`src/rtl/cache_pmem_arbiter_pkg.sv`:
```
// rtl/cache_pmem_arbiter_pkg.sv - shared types and constants for the cache/pmem arbiter
package cache_pmem_arbiter_pkg;

    localparam int LINE_BITS        = 256;
    localparam int LINE_OFFSET_BITS = 5;

    typedef enum logic [1:0] {
        IDLE    = 2'd0,
        SERVE_I = 2'd1,
        SERVE_D = 2'd2,
        RECOVER = 2'd3
    } arb_state_t;

    typedef enum logic {
        OP_READ  = 1'b0,
        OP_WRITE = 1'b1
    } arb_op_t;

    // Clear the byte-within-line offset so memory only ever sees line addresses
    function automatic logic [31:0] line_align(input logic [31:0] addr);
        return {addr[31:LINE_OFFSET_BITS], {LINE_OFFSET_BITS{1'b0}}};
    endfunction

endpackage

```
`src/rtl/cache_pmem_arbiter.sv`:
```
// rtl/cache_pmem_arbiter.sv - shares one line-wide memory port between I-cache and D-cache
module cache_pmem_arbiter
    import cache_pmem_arbiter_pkg::*;
#(
    parameter int STARVE_LIMIT = 4
) (
    input  logic                 clk,
    input  logic                 rst,

    input  logic [31:0]          i_pmem_address,
    input  logic                 i_pmem_read,
    output logic [LINE_BITS-1:0] i_pmem_rdata,
    output logic                 i_pmem_resp,

    input  logic [31:0]          d_pmem_address,
    input  logic                 d_pmem_read,
    input  logic                 d_pmem_write,
    input  logic [LINE_BITS-1:0] d_pmem_wdata,
    output logic [LINE_BITS-1:0] d_pmem_rdata,
    output logic                 d_pmem_resp,

    output logic [31:0]          mem_address,
    output logic                 mem_read,
    output logic                 mem_write,
    output logic [LINE_BITS-1:0] mem_wdata,
    input  logic [LINE_BITS-1:0] mem_rdata,
    input  logic                 mem_resp
);

    localparam logic [3:0] LIMIT   = 4'(STARVE_LIMIT);
    localparam logic [3:0] CNT_MAX = 4'd15;

    arb_state_t state;
    logic [3:0] starve_cnt;

    logic    i_req;
    logic    d_req;
    logic    grant_i;
    arb_op_t d_op;

    // Request decode and grant decision; starvation counter overrides D priority
    always_comb begin
        i_req   = i_pmem_read;
        d_req   = d_pmem_read | d_pmem_write;
        grant_i = i_req && (!d_req || (starve_cnt >= LIMIT));
        // A simultaneous read+write from the D-cache resolves to the write-back
        d_op    = d_pmem_write ? OP_WRITE : OP_READ;
    end

    // Responses are steered only to the owner of the outstanding transaction
    always_comb begin
        i_pmem_rdata = mem_rdata;
        d_pmem_rdata = mem_rdata;
        i_pmem_resp  = mem_resp && (state == SERVE_I);
        d_pmem_resp  = mem_resp && (state == SERVE_D);
    end

    // Arbitration FSM with registered memory-port outputs and starvation tracking
    always_ff @(posedge clk or posedge rst) begin
        if (rst) begin
            state       <= IDLE;
            starve_cnt  <= 4'd0;
            mem_address <= 32'd0;
            mem_read    <= 1'b0;
            mem_write   <= 1'b0;
            mem_wdata   <= '0;
        end else begin
            case (state)
                IDLE: begin
                    if (grant_i) begin
                        state       <= SERVE_I;
                        mem_address <= line_align(i_pmem_address);
                        mem_read    <= 1'b1;
                        mem_write   <= 1'b0;
                        starve_cnt  <= 4'd0;
                    end else if (d_req) begin
                        state       <= SERVE_D;
                        mem_address <= line_align(d_pmem_address);
                        mem_read    <= (d_op == OP_READ);
                        mem_write   <= (d_op == OP_WRITE);
                        mem_wdata   <= d_pmem_wdata;
                        if (i_req) begin
                            if (starve_cnt != CNT_MAX) begin
                                starve_cnt <= starve_cnt + 4'd1;
                            end
                        end else begin
                            starve_cnt <= 4'd0;
                        end
                    end else begin
                        starve_cnt <= 4'd0;
                    end
                end
                SERVE_I, SERVE_D: begin
                    // Hold the transaction regardless of what the requester does now
                    if (mem_resp) begin
                        state     <= RECOVER;
                        mem_read  <= 1'b0;
                        mem_write <= 1'b0;
                    end
                end
                RECOVER: begin
                    // Dead cycle lets the cache retire its miss before re-arbitration
                    state <= IDLE;
                end
                default: begin
                    state <= IDLE;
                end
            endcase
        end
    end

    // D-cache must never request a read and a write-back in the same cycle
    assert property (@(posedge clk) disable iff (rst) !(d_pmem_read && d_pmem_write));

    // Memory must only complete a transaction that is actually outstanding
    assert property (@(posedge clk) disable iff (rst)
                     mem_resp |-> (state == SERVE_I || state == SERVE_D));

endmodule
```
`config.mk`:
```
export PLATFORM = sky130hd
export DESIGN_NAME = cache_pmem_arbiter
export DESIGN_NICKNAME = d
export VERILOG_FILES = /design/src/rtl/cache_pmem_arbiter_pkg.sv /design/src/rtl/cache_pmem_arbiter.sv
export SDC_FILE = /design/constraint.sdc
export NUM_CORES = 1
export LEC_CHECK = 0
export BUFFER_PORTS_ARGS = -buffer_cell sky130_fd_sc_hd__buf_4
export CAP_MARGIN = 25
export CELL_PAD_IN_SITES_DETAIL_PLACEMENT = 0
export CELL_PAD_IN_SITES_GLOBAL_PLACEMENT = 1
export CORE_AREA = 2 2 535 537
export DETAILED_ROUTE_END_ITERATION = 8
export DIE_AREA = 0 0 537 539
export GPL_TIMING_DRIVEN = 0
export PLACE_DENSITY = 0.36
export SLEW_MARGIN = 20
export SYNTH_ARGS = -nofsm -noshare
export SYNTH_HDL_FRONTEND = slang
export SYNTH_SLANG_ARGS = --single-unit
```
`constraint.sdc`:
```
create_clock -name clk -period 16.72 [get_ports clk]
set_input_delay 4.18 -clock clk [delete_from_list [all_inputs] [get_ports clk]]
set_output_delay 4.18 -clock clk [all_outputs]
set_load 0.01 [all_outputs]
```
==> run_results.csv, run 1 <==
group,metric,value,unit
yosys,synth_flop_cell,"dfrtp_1",
final_layout,seqCellArea,7280,um2
floorplan,io_pins,1386,
route,wl_per_cell,21.8,um
clock_tree,cts_root_buffer,"clkbuf_16",
clock_tree,cts.repair.resized,0,
final_layout,nNetsFinal,2982,
critical_path,r2r-start,"state[0]$_DFFE_PP0P_",
route,dr.pass1.iters,4,
yosys,ys_top_cells_by_area,"dfrtp_1, buf_4, mux2_4",
timing,rsz0062_at_grt,"no",
final_layout,multi_input_area,4550,um2
floorplan,die_h,539,um
critical_path,arrival,4.62,ns
timing,setup_viol,0,
global_routing,grt_overflow,0,
yosys,synth_top_area_share,45.0,%
final_layout,final_cell_mix,"buf_4, dfrtp_1, mux2_4",
worst_hold_path,hp-start,"starve_cnt[0]$_DFFE_PP0P_",
place,portBuffers,1114,
critical_path,end_kind,"output port",
clock_tree,clock_latency,0.68,ns
timing,min_period_over_period,52.7,%
critical_path,worst-setup-path-type,"in -> out",
final_layout,layout_commonest_cell,"buf_4",
timing,hold_violations,0,
route,wirelength,135000,um
place,gp_congestion,0.856,
route,vias_per_cell,2.12,
yosys,yosys_warnings,0,
route,drc,0,
run,maxCapViolations,0,
floorplan,die_w,537,um
global_routing,grt_util_all_layers,8.91,%
floorplan,rows,196,
clock_tree,clk_path_buf_depth,3,
yosys,synth_area_per_cell,13.2,um2
route,drt_iter0_markers,470,
route,dr.max_layer_used,"met5",
global_routing,grt_pass1_wl,165000,um
route,wl_met3,20900,um
clock_tree,path_clk_slew,0.05,ns
critical_path,reg2reg_setup_slack,14.53,ns
final_layout,fill_cells,32800,
final_layout,final_cell_count_no_fill,6211,
route,met1_length,49100,um
place,dp.cells,6112,
critical_path,cp.required,12.54,ns
global_routing,antenna_found_initial,49,
timing,min_period,8.80,ns
critical_path,startpoint_type,"input port",
timing,clock_skew,0.0692,ns
yosys,yosysSeqAreaShare,45.0,%
yosys,synth_async_sr_flop_share,100,%
critical_path,path_max_fanout,4,
clock_tree,clkSinkCount,291,
worst_hold_path,worst_hold_path_type,"reg -> reg",
yosys,synth_cells,1228,
place,dpl_cell_area,29400,um2
global_routing,grt_pass1_vias,14200,
clock_tree,ctsHoldBuffers,0,
clock_tree,cts_setup_buffers,0,
timing,max_slew_margin,54.0,%
power,leakage,0.0145,uW
timing,worstMarginPinSlew,0.691,ns
yosys,syn-cell-area,16200,um2
critical_path,worstSetupStartpoint,"mem_resp",
final_layout,area_growth_syn_to_layout,90.6,%
status,status,"completed",
global_routing,grt_start_max_net_pins,83,
yosys,synth_edf_count,0,
final_layout,final_area,30800,um2
yosys,ys_ff_latch,291,
final_layout,drive_gt1_share,82.3,%
timing,fmax,114,MHz
route,drtAntennaViolNets,0,
floorplan,dieArea,289000,um2
clock_tree,cts_tree,"done",
yosys,ys_types,29,
floorplan,start_util,5.70,%
place,hpwl,122000,um
floorplan,core_region_area,284000,um2
clock_tree,cts_buffers,44,
timing,drv_slew,0,
power,power,4810,uW
route,dr_wl_met2,62800,um
power,power_density,156,nW/um2
yosys,yosys.area.top_type,"dfrtp_1",
clock_tree,h-tree-depth,2,
power,ir_drop,0.0000781,V
route,num_vias,13200,
## cell type report
cell class / instances / area share (%)
repair buffers: 1118 / 27.4
flip-flops and latches: 291 / 23.6
well taps: 3762 / 15.3
multi-input cells: 378 / 14.7
plain buffers: 556 / 14.1
clock buffers: 64 / 4.10
clock inverters: 10 / 0.454
diodes: 25 / 0.203
inverters: 7 / 0.110
## metrics by stage
step	utilization (%)	hold slack (ns)	setup WS, ns	TNS (ns)
global placement	10.3	0.477	-1.73	-450.23
global route	10.8	0.520	7.90	0
finish	10.9	0.492	7.92	0
detailed placement	10.3	0.474	7.92	0
CTS	10.8	0.491	7.91	0
floorplan	-	0.457	4.51	0
## metal layers
metal	up-vias	global-route usage (%)
met5	-	0
met4	20	1.60
met3	151	5.83
met2	945	14.8
met1	6126	9.41
li1	5937	-
## registers in the layout, indices dropped and copies added (netlist names)
| signal | cells |
|---|---|
| starve_cnt | 4 |
| mem_address | 27 |
| mem_write | 1 |
| state | 2 |
| mem_read | 1 |
| mem_wdata | 256 |
## cells by family (layout without fill, tap and decap cells)
group           after synthesis  after routing  synth area share (%)
compound gates               42             42                  1.43
mux                         284            284                  25.1
other cells                   1             30                0.0232
flops                       291            291                  45.0
fa+ha+maj                     4              4                 0.309
simple gates                 43             43                  1.12
buf+inv                     563           1755                  27.0
## power by group
group | leakage, uW | switching [uW] | internal, uW | total, uW
combinational | 0.0104 | 1240 | 1310 | 2540
clock | 0.000683 | 413 | 541 | 955
sequential | 0.00341 | 236 | 1070 | 1310
## critical path, cell delays in order
cell,delay [ns]
buf_4,0.13
and2_1,0.15
buf_4,0.15
## final timing paths
check                                               to  cells after the start
hold reg to reg              starve_cnt[0]$_DFFE_PP0P_                      1
setup / recovery                           i_pmem_resp                      3
hold / removal               starve_cnt[0]$_DFFE_PP0P_                      1
min in group asynchronous   mem_wdata[169]$_DFFE_PP0P_                      2
setup reg to reg           mem_address[24]$_DFFE_PP0P_                      7
max in group asynchronous  mem_address[14]$_DFFE_PP0P_                      4
## cells in the mapped netlist (all sizes together) (2+ instances only)
cell type,count
buf,553
dfrtp,291
nand2,5
o21ai,9
nor2b,3
ha,4
a21oi,29
mux2,256
mux2i,28
and2,2
clkbuf,3
nor2,30
inv,7
Power figures use the tool's default switching activity.
==> inputs of run 2 (changes only) <==
--- a/config.mk
+++ b/config.mk
@@ -5,15 +5,16 @@
 export SDC_FILE = /design/constraint.sdc
 export NUM_CORES = 1
 export LEC_CHECK = 0
+export ABC_AREA = 1
 export BUFFER_PORTS_ARGS = -buffer_cell sky130_fd_sc_hd__buf_4
 export CAP_MARGIN = 25
 export CELL_PAD_IN_SITES_DETAIL_PLACEMENT = 0
 export CELL_PAD_IN_SITES_GLOBAL_PLACEMENT = 1
-export CORE_AREA = 2 2 535 537
+export CORE_AREA = 2 2 545 547
 export DETAILED_ROUTE_END_ITERATION = 8
-export DIE_AREA = 0 0 537 539
+export DIE_AREA = 0 0 547 549
 export GPL_TIMING_DRIVEN = 0
-export PLACE_DENSITY = 0.36
+export PLACE_DENSITY = 0.37
 export SLEW_MARGIN = 20
 export SYNTH_ARGS = -nofsm -noshare
 export SYNTH_HDL_FRONTEND = slang
==> constraint.sdc (replaced) <==
create_clock -name clk -period 8.13 [get_ports clk]
set_input_delay 2.0325 -clock clk [delete_from_list [all_inputs] [get_ports clk]]
set_output_delay 2.0325 -clock clk [all_outputs]
set_load 0.01 [all_outputs]
==> run 2 against run 1 <==
Clock-buffer cell count grew 10. Clock power grew 130%. Hold slack lost 0.011 ns. Global-route usage grew 0.95 points. Combinational power grew 110%. Sequential cell count is the same. Wire length grew 14%. Clock skew shrank 0.028 ns. Synthesized cell count grew 54%. Power grew 110%. Largest cell class unchanged.
==> run_results.csv, run 2 <==
group,metric,value,unit
status,status,"completed",
clock_tree,clk_path_buf_depth,3,
timing,rsz0062_at_grt,"no",
power,ir_drop,0.000124,V
timing,fmax,219,MHz
floorplan,die_h,549,um
power,power_density,310,nW/um2
route,wirelength,154000,um
critical_path,reg2reg_setup_slack,5.73,ns
yosys,yosys.area.top_type,"dfrtp_1",
yosys,syn-cell-area,17000,um2
final_layout,fill_cells,34200,
route,drc,0,
timing,min_period_over_period,56.1,%
clock_tree,h-tree-depth,2,
final_layout,nNetsFinal,3659,
critical_path,max_stage_delay,0.21,ns
critical_path,cpMostUsedCell,"buf_4",
critical_path,crit-reg2reg-capture,"mem_address[9]$_DFFE_PP0P_",
final_layout,final_cell_mix,"buf_4, inv_1, nand2_1",
timing,max_slew_margin,43.3,%
final_layout,post-route-util,10.9,%
worst_hold_path,worst_hold_path_type,"reg -> reg",
final_layout,drive_gt1_share,64.8,%
yosys,yosysSeqAreaShare,42.8,%
final_layout,top_regs,"mem_wdata: 256 flops, mem_address: 27 flops, starve_cnt: 4 flops",
floorplan,core_region_area,295000,um2
clock_tree,path_clk_slew,0.05,ns
timing,worstMarginPinSlew,0.850,ns
clock_tree,clkSinkCount,291,
global_routing,grt_pass1_vias,17200,
worst_hold_path,whs_path_depth,2,
critical_path,startpoint_type,"input port",
route,drt_iter0_markers,687,
critical_path,path_cells,"buf_4 > nand2_1 > inv_1 > buf_4",
timing,min_period,4.56,ns
clock_tree,cts_setup_buffers,0,
critical_path,cp.required,6.10,ns
clock_tree,ctsHoldBuffers,0,
timing,clock_skew,0.0412,ns
yosys,synth_edf_count,0,
yosys,ys_ff_latch,291,
clock_tree,clock_latency,0.68,ns
yosys,ys_top_cells_by_area,"dfrtp_1, buf_4, o21ai_2",
worst_hold_path,hp-start,"mem_wdata[220]$_DFFE_PP0P_",
power,leakage,0.0162,uW
critical_path,r2r_cells,8,
yosys,ys_types,25,
route,vias_per_cell,2.35,
critical_path,cp_top_family,"buffers and inverters",
final_layout,layout_commonest_cell,"buf_4",
critical_path,path_buf_inv,3,
critical_path,r2r-start,"state[1]$_DFFE_PP0P_",
final_layout,largest_reg_flops,256,
yosys,synth.most_common_cell,"buf_4",
yosys,synth_async_sr_flop_share,100,%
global_routing,grt_overflow,0,
timing,hold_violations,0,
route,dr.pass1.iters,5,
power,power,9990,uW
place,portBuffers,1114,
place,hpwl,139000,um
yosys,synth_area_per_cell,9.00,um2
yosys,synth_compound_gate_area_share,13.5,%
final_layout,top_register,"mem_wdata",
yosys,synth_top_area_share,42.8,%
yosys,synthTopCellsByCount,"buf_4, inv_1, nand2_1, dfrtp_1, o21ai_2",
critical_path,arrival,2.53,ns
floorplan,dieArea,300000,um2
critical_path,cp_slowest_cell,"buf_4",
yosys,synth_top_family_by_area,"buffers and inverters",
floorplan,start_util,5.77,%
yosys,synthAdderAreaFrac,0.294,%
route,drtAntennaViolNets,0,
global_routing,grt_pass1_wl,191000,um
place,post-place-ws,3.53,ns
final_layout,area_growth_syn_to_layout,89.2,%
global_routing,antenna_found_initial,49,
timing,setup_viol,0,
place,gp_congestion,0.935,
yosys,synth_flop_cell,"dfrtp_1",
critical_path,end_kind,"output port",
yosys,yosys_warnings,0,
clock_tree,cts_root_buffer,"clkbuf_16",
clock_tree,cts.repair.resized,0,
clock_tree,cts_buffers,48,
place,dp.cells,6962,
yosys,synth_simple_gate_area_share,8.84,%
route,num_vias,16600,
route,wl_per_cell,21.9,um
clock_tree,cts_tree,"done",
yosys,synthMuxAreaShare,0.0588,%
global_routing,grt_util_all_layers,9.86,%
global_routing,grt_start_max_net_pins,29,
floorplan,die_w,547,um
floorplan,io_pins,1386,
critical_path,path_max_fanout,3,
final_layout,final_cell_count_no_fill,7062,
yosys,synth_cells,1892,
run,maxCapViolations,0,
floorplan,rows,200,
worst_hold_path,whs_endpoint,"mem_wdata[220]$_DFFE_PP0P_",
critical_path,worst-setup-path-type,"in -> out",
timing,drv_slew,0,
yosys,synth_xor_area_share,0.0514,%
timing,layout_setup_ws,3.57,ns
run 2: cell count changes in the layout (fill, tap and decap cells not counted), moves of 50 or more:
| cell | delta |
|---|---|
| mux2_4 | -240 |
| o21ai_0 | +50 |
| nand2_1 | +294 |
| inv_1 | +341 |
| o21ai_2 | +225 |
| nand3_1 | +57 |
run 2: how the worst max path moves through the flow:
stage / slack (ns) / start / cells past startpoint / end
final: 3.57 / mem_resp / 4 / d_pmem_resp
after global routing: 3.52 / mem_resp / 4 / d_pmem_resp
after CTS: 3.53 / mem_resp / 4 / d_pmem_resp
after detailed placement: 3.53 / mem_resp / 4 / d_pmem_resp
after global placement: -1.21 / rst / 2 / mem_wdata[172]$_DFFE_PP0P_
after floorplan: 2.24 / rst / 1 / mem_address[10]$_DFFE_PP0P_
run 2: report_power, final:
part / switching (uW) / leakage, uW / internal (uW) / total, uW
Clock: 871 / 0.000764 / 1290 / 2160
Sequential: 450 / 0.00361 / 2150 / 2600
Combinational: 3190 / 0.0119 / 2030 / 5230
run 2: routing by layer:
metal | share of wire [%] | GRT usage (%)
met5 | 0.087 | 0
met4 | 2.5 | 2.72
met3 | 16 | 7.07
met2 | 44 | 15.3
met1 | 37 | 10.6
run 2: cell families (layout without fill, tap and decap cells):
family                   Yosys count  count (layout)
AO/OA/AOI/OAI                    288             288
XOR/XNOR                           1               1
adder cells (fa/ha/maj)            4               4
buffers and inverters            937            2148
flip-flops                       291             291
multiplexers                       1               1
other                              1              21
AND/OR/NAND/NOR                  369             369
run 2: layout make-up:
| cell class | instances | area (um2) | share of cell area, % |
|---|---|---|---|
| Timing Repair Buffer | 1127 | 8620 | 26.8 |
| Sequential cell | 291 | 7280 | 22.6 |
| Tap cell | 3939 | 4930 | 15.3 |
| Buffer | 587 | 4550 | 14.1 |
| Multi-Input combinational cell | 668 | 3890 | 12.1 |
| Clock buffer | 74 | 1460 | 4.54 |
| Inverter | 350 | 1320 | 4.09 |
| Clock inverter | 10 | 125 | 0.388 |
| Antenna cell | 16 | 40.0 | 0.124 |
run 2: metrics by stage:
stage | hold slack, ns | instance area [um2] | TNS (ns)
6_report | 0.480 | 32200 | 0
5_1_grt | 0.500 | 32200 | 0
4_1_cts | 0.483 | 32200 | 0
3_5_place_dp | 0.469 | 30600 | 0
3_3_place_gp | 0.468 | 30300 | -316.17
2_1_floorplan | 0.457 | 17000 | 0
run 2: worst min-delay path: stages (launching register included):
cell and delay (ns):
dfrtp_1 0.34, nand2_1 0.06, o21ai_2 0.05
